--- src/rtl/mem_arb_pkg.sv ---
// Shared types and constants for the two-port memory arbiter: FSM states,
// port indices, the word access mode and the per-port command builder.
package mem_arb_pkg;

  typedef enum logic [1:0] {
    ST_IDLE = 2'd0,
    ST_BUSY = 2'd1,
    ST_RESP = 2'd2
  } arb_state_t;

  localparam logic PORT_I = 1'b0;
  localparam logic PORT_D = 1'b1;

  localparam logic [2:0] MODE_WORD = 3'd2;

  typedef struct packed {
    logic        we;
    logic [31:0] addr;
    logic [31:0] wdata;
    logic [2:0]  mode;
  } mem_cmd_t;

  // The instruction port is read-only and always fetches whole words.
  function automatic mem_cmd_t port_cmd(
    input logic        port,
    input logic [31:0] i_addr,
    input logic        d_we,
    input logic [31:0] d_addr,
    input logic [31:0] d_wdata,
    input logic [2:0]  d_mode
  );
    mem_cmd_t cmd;
    if (port == PORT_I) begin
      cmd.we    = 1'b0;
      cmd.addr  = i_addr;
      cmd.wdata = '0;
      cmd.mode  = MODE_WORD;
    end else begin
      cmd.we    = d_we;
      cmd.addr  = d_addr;
      cmd.wdata = d_wdata;
      cmd.mode  = d_mode;
    end
    return cmd;
  endfunction

endpackage

--- src/rtl/mem_arbiter_if.sv ---
// Bundle of requester-side and memory-side signals of the arbiter.
// slave is the arbiter's view; master is the view of the requesters plus memory.
interface mem_arbiter_if;

  logic        i_req;
  logic [31:0] i_addr;
  logic [31:0] i_rdata;
  logic        i_done;

  logic        d_req;
  logic        d_we;
  logic [31:0] d_addr;
  logic [31:0] d_wdata;
  logic [2:0]  d_mode;
  logic [31:0] d_rdata;
  logic        d_done;

  logic        err;

  logic [31:0] mem_addr;
  logic [31:0] mem_wdata;
  logic [2:0]  mem_mode;
  logic        mem_read_en;
  logic        mem_write_en;
  logic [31:0] mem_rdata;
  logic        mem_ack;

  modport slave (
    input  i_req, i_addr, d_req, d_we, d_addr, d_wdata, d_mode, mem_rdata, mem_ack,
    output i_rdata, i_done, d_rdata, d_done, err,
           mem_addr, mem_wdata, mem_mode, mem_read_en, mem_write_en
  );

  modport master (
    output i_req, i_addr, d_req, d_we, d_addr, d_wdata, d_mode, mem_rdata, mem_ack,
    input  i_rdata, i_done, d_rdata, d_done, err,
           mem_addr, mem_wdata, mem_mode, mem_read_en, mem_write_en
  );

endinterface

--- src/rtl/mem_arbiter_rr_pick2.sv ---
// Combinational two-way round-robin picker; holds no state of its own.
module rr_pick2 (
  input  logic [1:0] req,
  input  logic       last,
  output logic [1:0] gnt
);

  // A lone requester always wins; on a tie the port not granted last wins.
  for (genvar gi = 0; gi < 2; gi++) begin : g_pick
    assign gnt[gi] = req[gi] && (!req[1 - gi] || (last != 1'(gi)));
  end

endmodule

--- src/rtl/mem_arbiter.sv ---
// Two-port (instruction/data) arbiter in front of a single DataMemory port.
// One access at a time: IDLE arbitrates, BUSY waits for ack or timeout, RESP pulses done.
module mem_arbiter
  import mem_arb_pkg::*;
#(
  parameter int unsigned TIMEOUT = 15
) (
  input logic          clk,
  input logic          reset,
  mem_arbiter_if.slave bus
);

  localparam logic [7:0] TIMEOUT_CNT = 8'(TIMEOUT);

  arb_state_t  state_reg;
  logic        last_grant_reg;
  logic        active_port_reg;
  logic [7:0]  count_reg;
  logic [1:0]  done_reg;
  logic [31:0] rdata_reg [2];

  logic [1:0]  req_vec;
  logic [1:0]  gnt_vec;
  logic        win_port;
  mem_cmd_t    win_cmd;
  logic [31:0] resp_data;

  assign req_vec = {bus.d_req, bus.i_req};

  rr_pick2 u_pick (
    .req  (req_vec),
    .last (last_grant_reg),
    .gnt  (gnt_vec)
  );

  assign win_port = gnt_vec[PORT_D];
  assign win_cmd  = port_cmd(win_port, bus.i_addr, bus.d_we, bus.d_addr, bus.d_wdata, bus.d_mode);

  // Only an acknowledged read returns data; writes and timeouts report zero.
  assign resp_data = (bus.mem_ack && bus.mem_read_en) ? bus.mem_rdata : '0;

  always_ff @(posedge clk or posedge reset) begin
    if (reset) begin
      state_reg        <= ST_IDLE;
      last_grant_reg   <= PORT_D;
      active_port_reg  <= PORT_I;
      count_reg        <= '0;
      done_reg         <= '0;
      rdata_reg[PORT_I] <= '0;
      rdata_reg[PORT_D] <= '0;
      bus.err          <= 1'b0;
      bus.mem_addr     <= '0;
      bus.mem_wdata    <= '0;
      bus.mem_mode     <= MODE_WORD;
      bus.mem_read_en  <= 1'b0;
      bus.mem_write_en <= 1'b0;
    end else begin
      case (state_reg)
        ST_IDLE: begin
          if (|gnt_vec) begin
            state_reg        <= ST_BUSY;
            last_grant_reg   <= win_port;
            active_port_reg  <= win_port;
            count_reg        <= '0;
            bus.mem_addr     <= win_cmd.addr;
            bus.mem_wdata    <= win_cmd.wdata;
            bus.mem_mode     <= win_cmd.mode;
            bus.mem_read_en  <= !win_cmd.we;
            bus.mem_write_en <= win_cmd.we;
          end
        end

        ST_BUSY: begin
          // Ack takes priority over a timeout that expires in the same cycle.
          if (bus.mem_ack || (count_reg == TIMEOUT_CNT)) begin
            state_reg                  <= ST_RESP;
            bus.mem_read_en            <= 1'b0;
            bus.mem_write_en           <= 1'b0;
            bus.err                    <= !bus.mem_ack;
            done_reg[active_port_reg]  <= 1'b1;
            rdata_reg[active_port_reg] <= resp_data;
          end else begin
            count_reg <= count_reg + 8'd1;
          end
        end

        ST_RESP: begin
          state_reg <= ST_IDLE;
          done_reg  <= '0;
          bus.err   <= 1'b0;
        end

        default: begin
          state_reg <= ST_IDLE;
        end
      endcase
    end
  end

  assign bus.i_done  = done_reg[PORT_I];
  assign bus.d_done  = done_reg[PORT_D];
  assign bus.i_rdata = rdata_reg[PORT_I];
  assign bus.d_rdata = rdata_reg[PORT_D];

endmodule

--- src/flat_wrapper.sv ---
// flat-port wrapper written by rule: the top's interface ports become plain ports
module mem_arbiter_flat import mem_arb_pkg::*;
#(
  parameter int unsigned TIMEOUT = 15
)
  (clk, reset, bus_i_req, bus_i_addr, bus_d_req, bus_d_we, bus_d_addr, bus_d_wdata, bus_d_mode, bus_mem_rdata, bus_mem_ack, bus_i_rdata, bus_i_done, bus_d_rdata, bus_d_done, bus_err, bus_mem_addr, bus_mem_wdata, bus_mem_mode, bus_mem_read_en, bus_mem_write_en);
  mem_arbiter_if bus_i ();
  input logic clk;
  input logic reset;
  input wire logic [$bits(bus_i.i_req)-1:0] bus_i_req;
  input wire logic [$bits(bus_i.i_addr)-1:0] bus_i_addr;
  input wire logic [$bits(bus_i.d_req)-1:0] bus_d_req;
  input wire logic [$bits(bus_i.d_we)-1:0] bus_d_we;
  input wire logic [$bits(bus_i.d_addr)-1:0] bus_d_addr;
  input wire logic [$bits(bus_i.d_wdata)-1:0] bus_d_wdata;
  input wire logic [$bits(bus_i.d_mode)-1:0] bus_d_mode;
  input wire logic [$bits(bus_i.mem_rdata)-1:0] bus_mem_rdata;
  input wire logic [$bits(bus_i.mem_ack)-1:0] bus_mem_ack;
  output wire logic [$bits(bus_i.i_rdata)-1:0] bus_i_rdata;
  output wire logic [$bits(bus_i.i_done)-1:0] bus_i_done;
  output wire logic [$bits(bus_i.d_rdata)-1:0] bus_d_rdata;
  output wire logic [$bits(bus_i.d_done)-1:0] bus_d_done;
  output wire logic [$bits(bus_i.err)-1:0] bus_err;
  output wire logic [$bits(bus_i.mem_addr)-1:0] bus_mem_addr;
  output wire logic [$bits(bus_i.mem_wdata)-1:0] bus_mem_wdata;
  output wire logic [$bits(bus_i.mem_mode)-1:0] bus_mem_mode;
  output wire logic [$bits(bus_i.mem_read_en)-1:0] bus_mem_read_en;
  output wire logic [$bits(bus_i.mem_write_en)-1:0] bus_mem_write_en;
  assign bus_i.i_req = bus_i_req;
  assign bus_i.i_addr = bus_i_addr;
  assign bus_i.d_req = bus_d_req;
  assign bus_i.d_we = bus_d_we;
  assign bus_i.d_addr = bus_d_addr;
  assign bus_i.d_wdata = bus_d_wdata;
  assign bus_i.d_mode = bus_d_mode;
  assign bus_i.mem_rdata = bus_mem_rdata;
  assign bus_i.mem_ack = bus_mem_ack;
  assign bus_i_rdata = bus_i.i_rdata;
  assign bus_i_done = bus_i.i_done;
  assign bus_d_rdata = bus_i.d_rdata;
  assign bus_d_done = bus_i.d_done;
  assign bus_err = bus_i.err;
  assign bus_mem_addr = bus_i.mem_addr;
  assign bus_mem_wdata = bus_i.mem_wdata;
  assign bus_mem_mode = bus_i.mem_mode;
  assign bus_mem_read_en = bus_i.mem_read_en;
  assign bus_mem_write_en = bus_i.mem_write_en;
  mem_arbiter #(.TIMEOUT(TIMEOUT)) u_core (.clk(clk), .reset(reset), .bus(bus_i));
endmodule
--- config.mk ---
export PLATFORM = sky130hd
export DESIGN_NAME = mem_arbiter_flat
export DESIGN_NICKNAME = d
export VERILOG_FILES = /design/src/rtl/mem_arb_pkg.sv /design/src/rtl/mem_arbiter_if.sv /design/src/rtl/mem_arbiter_rr_pick2.sv /design/src/rtl/mem_arbiter.sv /design/src/flat_wrapper.sv
export SDC_FILE = /design/constraint.sdc
export NUM_CORES = 1
export LEC_CHECK = 0
export BUFFER_PORTS_ARGS = -buffer_cell sky130_fd_sc_hd__buf_2
export CORE_ASPECT_RATIO = 2
export CORE_MARGIN = 8
export CORE_UTILIZATION = 45
export CTS_CLUSTER_DIAMETER = 150
export CTS_CLUSTER_SIZE = 10
export DETAILED_ROUTE_END_ITERATION = 10
export PLACE_DENSITY_LB_ADDON = 0.25
export RECOVER_POWER = 25
export SYNTH_ARGS = -nofsm -noshare
export SYNTH_HDL_FRONTEND = slang
export SYNTH_SLANG_ARGS = --single-unit
--- constraint.sdc ---
create_clock -name clk -period 5.3 [get_ports clk]
set_clock_uncertainty 0.15 [all_clocks]
set_input_delay 0.265 -clock clk [delete_from_list [all_inputs] [get_ports clk]]
set_output_delay 0.265 -clock clk [all_outputs]
set_load 0.05 [all_outputs]
**Yosys cells after proc, flatten, opt, wreduce, memory -nomap -nowiden**

Cells that the tools add are included.
Widths: inputs -> output; s select.

- Flip-flop bits (word level): 148
- Latch bits: 0
- Memory bits (writable): 0
- ROM bits: 0
- Input bits: 137
- Output and inout port bits: 136
- Word-level logic and storage cells: 71
- Memories: 0

- Add/subtract/negate cells: 1
- $mul: 0
- Div/mod/pow operators: 0
- Order comparisons: 4
- Equal/unequal tests: 6
- Shifts and indexed selects: 0
- Multiplexer cells: 22
- Bitwise operators: 3
- Reduce and logical (&&, ||, !) cells: 22

Operator list:

| cell | count |
|---|---|
| $mux 68 | 1 |
| $bwmux 64 | 1 |
| $mux 32 | 2 |
| $demux 32 s1 | 1 |
| $mux 8 | 2 |
| $pmux 8 s2 | 1 |
| $add 8x1->8 const B | 1 |
| $eq 8x4->1 const B | 1 |
| $pmux 2 s2 | 2 |
| $reduce_and 2->1 | 4 |
| $mux 2 | 3 |
| $pmux 1 s2 | 3 |
| $reduce_and 3->1 | 2 |
| $logic_and 1x1->1 | 5 |
| $mux 1 | 5 |
| $logic_not 1->1 | 4 |
| $ne 2x1->1 const B | 2 |
| $reduce_bool 2->1 | 2 |
| $logic_or 1x1->1 | 3 |
| $eq 2x1->1 const B | 1 |
| $eq 2x2->1 const B | 1 |
| $ge 2x2->1 const B | 1 |
| $logic_not 2->1 | 1 |
| $lt 1x2->1 const B | 1 |
| other kinds (8) | 8 |

**Logic depth before layout (Yosys ltp)**

- Word-level depth: 7
- Mapped depth: 7
- Mapped depth without buffers: 5

**Cells and area by module**

From an unflattened synthesis, not the netlist that was laid out.

- Cells, all modules: 479
- Area, all modules: 5,894.4 um^2

By module, submodules not included:

| module | times used | cells each | area an instance (um^2) | sequential area each (um^2) |
|---|---|---|---|---|
| mem_arbiter | 1 | 476 | 5,875.6 | 3,706.1 |
| rr_pick2 | 1 | 3 | 18.8 | 0.0 |

**Least setup slack after synthesis**

Ideal clock, no wire load.

- Path type: register to register
- Start point: register u_core.count_reg[4]
- End point: register u_core.rdata_reg (netlist bit u_core.bus.i_rdata[0])
- Setup time: 0.122 ns
- Arrival: 1.633 ns
- Data required time: 5.028 ns
- Setup slack: 3.395 ns
- Stages on the path, launching flop included: 7
- Path buffers: 2
- Clock period less this slack: 1.905 ns
- Cell sequence: dfrtp_1 -> nor4_4 -> a21oi_2 -> or3_1 -> buf_6 -> buf_8 -> a32o_1

- Word-level cells in the longest chain between the ends: 3

RTL lines:

| item | line | text |
|---|---|---|
| start: declaration | mem_arbiter.sv:18 | `logic [7:0] count_reg;` |
| start signal: assignment | mem_arbiter.sv:83 | `count_reg <= count_reg + 8'd1;` |
| $eq 8x4->1 | mem_arbiter.sv:75 | `if (bus.mem_ack \|\| (count_reg == TIMEOUT_CNT)) begin` |
| $logic_or 1x1->1 | mem_arbiter.sv:75 |  |
| $reduce_and 2->1 (no line) | -- |  |
| end signal: indexed assignment | mem_arbiter.sv:81 | `rdata_reg[active_port_reg] <= resp_data;` |
| end: declaration | mem_arbiter.sv:20 | `logic [31:0] rdata_reg [2];` |

No other way between the ends.
A chain may end at the register's enable or synchronous reset.

**Worst setup path after layout**

- Start point: register u_core.count_reg[0]
- End point: register u_core.rdata_reg (netlist bit u_core.bus.i_rdata[5])

Same word-level chain as after synthesis.

==> summary.md <==
| Metric | Value |
|---|---|
| H-tree Lvls | `4` |
| Mapped Area | `5890 sq um` |
| Synth Area in Compound Gates | `21.7%` |
| Initial antenna violation count | `1` |
| Clock Path Buffers | `2` |
| Clk Tree Root Cell | `clkbuf_16` |
| Dpl cells | `841` |
| Final Setup Violations | `0` |
| DRT antenna net count | `0` |
| IO Pins | `273` |
| Routability congestion estimate | `0.799` |
| CP Data Required Time | `5.48 ns` |
| Post-Synth XOR/XNOR Area | `0%` |
| Largest family of logic cells by synthesized area | `compound AO/OA/AOI/OAI gates` |
| Asr flop ratio synth | `100%` |
| Global route overflow | `0` |
| Final Non-Filler Cells | `974` |
| Detailed-route via count | `5315` |
| Min-delay worst type | `primary input to flop` |
| Leak | `0.00422 uW` |
| Unrepaired setup endpoints after global routing | `false` |
| Setup TNS | `0 ns` |
| Critical setup path kind | `flop to flop` |
| Outcome | `finished clean` |
| Clock Pin Slew Worst Setup and Hold Paths | `0.06 ns` |
| Critical path capture point type | `flop` |
| Ys Warns | `0` |
| Max Fanout on Critical Path | `33` |
| Max-slew violation count | `0` |
| Filler cell count | `964` |
| Number of synthesized flops with an enable pin | `0` |
| Sink Count | `148` |
| CTS Buf Count | `17` |
| Slowest CP cell | `or3_1` |
| Setup Fix Bufs, Post-CTS | `0` |
| TritonRoute pass-1 iters | `5` |
| First-pass GRT wire length | `30000 um` |
| Synth Area per Inst | `13.0 sq um` |
| Hold Path Sink | `u_core.bus.mem_addr[24]` |
| Row Count | `59` |
| DR vias/cell | `5.46` |
| Final min period | `2.47 ns` |
| Synthesized-area fraction occupied by and/or/nand/nor cells | `5.73%` |
| Pin count of the biggest net entering global routing | `105` |
| Die area | `17200 sq um` |
| DRC violations left | `0` |
| Cell count after synthesis | `453` |
| Nets@finish | `947` |
| Worst-path cell chain | `ha_1 > and3_1 > a21oi_2 > or3_1 > a32o_1` |
| Clock latency at the later pin of the worst-skew pair | `0.40 ns` |
| Peak VDD IR | `499 uV` |
| Starting Density | `45.6%` |
| Number of port buffers | `272` |
| PwrDens | `734 nW/um^2` |
| DRT iter0 DRCs | `211` |
| Worst-Margin Slew | `1.20 ns` |
| Average wire per standard cell | `19.4 um` |
| Post-Synthesis Net Count | `591` |
| FF-to-FF setup slack | `2.83 ns` |
| P&R area growth vs syn | `49.5%` |
| FF-to-FF path depth | `5` |
| Diode count | `0` |
| Sequential share of the synthesized area | `62.9%` |
| WL final | `18900 um` |
| Max Clock Freq | `0.405 GHz` |
| Core area | `12900 sq um` |
| R2R Path Start | `u_core.count_reg[0]` |
| Reg-to-reg endpoint | `u_core.bus.i_rdata[5]` |
| FF+latch count, synth | `148` |
| Max_cap viols | `0` |
| CP Launch Type | `flop` |
| Mux cell area share after synthesis | `5.61%` |
| Fin crit share | `46.5%` |
| DP Wirelength | `12700 um` |
| Min-Delay Path Depth | `3` |
| Post-synthesis cell type count | `41` |
| CP peak stage delay | `0.93 ns` |
| CTS tree | `done` |
| Adder-cell share of the synthesized area | `0.212%` |
| Critical path arrival | `2.65 ns` |
| Die width | `96.9 um` |
| Final Hold Viols | `0` |
| Layout cells sized above 1 | `25.7%` |
| Vias in the first global route | `5901` |
| Hold Crit Start | `bus_d_addr[24]` |
| Die Y-Extent | `178 um` |
| Slew margin rel. | `19.5%` |
| Main synth FF type | `dfrtp_1` |
| Overall Global Routing Usage | `21.5%` |
worst max-delay path, delay by kind of cell, from the launching register on:
kind,cells,cell delay [ns]
simple gates,2,1.17
compound gates,2,0.43
flops,1,0.41
fa+ha+maj,1,0.23
area by class of cell:
class                      instances  area (sq um)  share of cell area, %
clock buffer                      20           457                   5.18
clock inverter                    12           168                   1.90
inverter                           4          20.0                  0.227
multi-input combinational        259          1990                   22.6
sequential                       148          3710                   42.1
tap                              152           190                   2.16
timing repair buffer             379          2280                   25.9
cell usage after synthesis (all sizes together) (3+ instances only):
master | number | share of area, %
dfrtp | 146 | 62
a32o | 64 | 11
nand2 | 41 | 2.6
o21ai | 36 | 3.1
a22o | 34 | 5.1
mux2i | 33 | 5.6
clkbuf | 26 | 1.7
buf | 16 | 1.9
a21o | 6 | 0.76
a21oi | 5 | 0.49
nand3 | 5 | 0.42
and3 | 4 | 0.42
inv | 4 | 0.25
nor2 | 4 | 0.25
or3 | 3 | 0.32
layer usage:
| metal | vias to the layer above | wire length, um | global-route usage (%) |
|---|---|---|---|
| met5 | - | 8 | 0 |
| met4 | 2 | 605 | 10.2 |
| met3 | 47 | 1470 | 7.45 |
| met2 | 268 | 10100 | 38.3 |
| met1 | 2563 | 6730 | 21.8 |
| li1 | 2435 | - | - |
stage by stage:
| stage | total power [uW] | setup WS (ns) | instance area [sq um] | hold WS [ns] | util (%) |
|---|---|---|---|---|---|
| after floorplan | 4410 | 0.909 | 5890 | 0.203 | - |
| after global placement | 5160 | 2.94 | 7310 | 0.310 | 56.6 |
| after detailed placement | 5240 | 2.86 | 7310 | 0.315 | 56.6 |
| after CTS | 6590 | 2.84 | 8950 | 0.000279 | 69.2 |
| after global routing | 6770 | 2.63 | 8810 | 0.0195 | 68.2 |
| final | 6470 | 2.83 | 8810 | 0.00345 | 68.2 |
kinds of logic (layout without fill, tap and decap cells):
| logic type | after synthesis | after routing |
|---|---|---|
| multiplexers | 33 | 33 |
| AO/OA/AOI/OAI | 156 | 156 |
| buffers and inverters | 46 | 415 |
| AND/OR/NAND/NOR | 69 | 69 |
| adder cells (fa/ha/maj) | 1 | 1 |
| flip-flops | 148 | 148 |
placed cells by master (no fill, tap or decap), types with 2 or more instances in the layout:
| master | instances |
|---|---|
| a32o_1 | 64 |
| buf_2 | 164 |
| nand2b_1 | 2 |
| nor3b_2 | 2 |
| dfstp_2 | 2 |
| and2_1 | 2 |
| dlygate4sd3_1 | 101 |
| o21ai_0 | 35 |
| inv_1 | 3 |
| a22o_1 | 34 |
| clkbuf_1 | 109 |
| nand2_1 | 41 |
| a21o_1 | 6 |
| clkbuf_16 | 17 |
| dfrtp_1 | 146 |
| buf_4 | 6 |
| clkbuf_8 | 2 |
| a21oi_1 | 4 |
| inv_6 | 6 |
| mux2i_1 | 33 |
| clkinvlp_4 | 3 |
| nor2_1 | 4 |
| bufinv_16 | 3 |
| and3_1 | 4 |
| o22ai_1 | 2 |
| nand3_1 | 5 |
| or3_1 | 3 |
power by group:
part           total [uW]  internal (uW)  switching, uW
clock network        1270            778            488
logic                3240            732           2510
registers            1960           1640            319
worst max path at each step:
stage	from	endpoint	slack [ns]	cells after the start
final	u_core.count_reg[0]	u_core.bus.i_rdata[5]	2.83	5
after global placement	u_core.count_reg[0]	u_core.bus.i_rdata[28]	2.94	5
after CTS	u_core.count_reg[4]	u_core.bus.i_rdata[5]	2.84	4
after global routing	u_core.count_reg[0]	u_core.bus.i_rdata[15]	2.63	5
after detailed placement	u_core.count_reg[4]	u_core.bus.i_rdata[24]	2.86	4
after floorplan	reset	u_core.active_port_reg	0.91	1
repair_timing:
item | 4_1_cts | 5_1_grt
hold endpoints to repair | 221 | 0
resized for setup | 0 | 0
hold buffers | 101 | 0
Power figures use the tool's default switching activity.
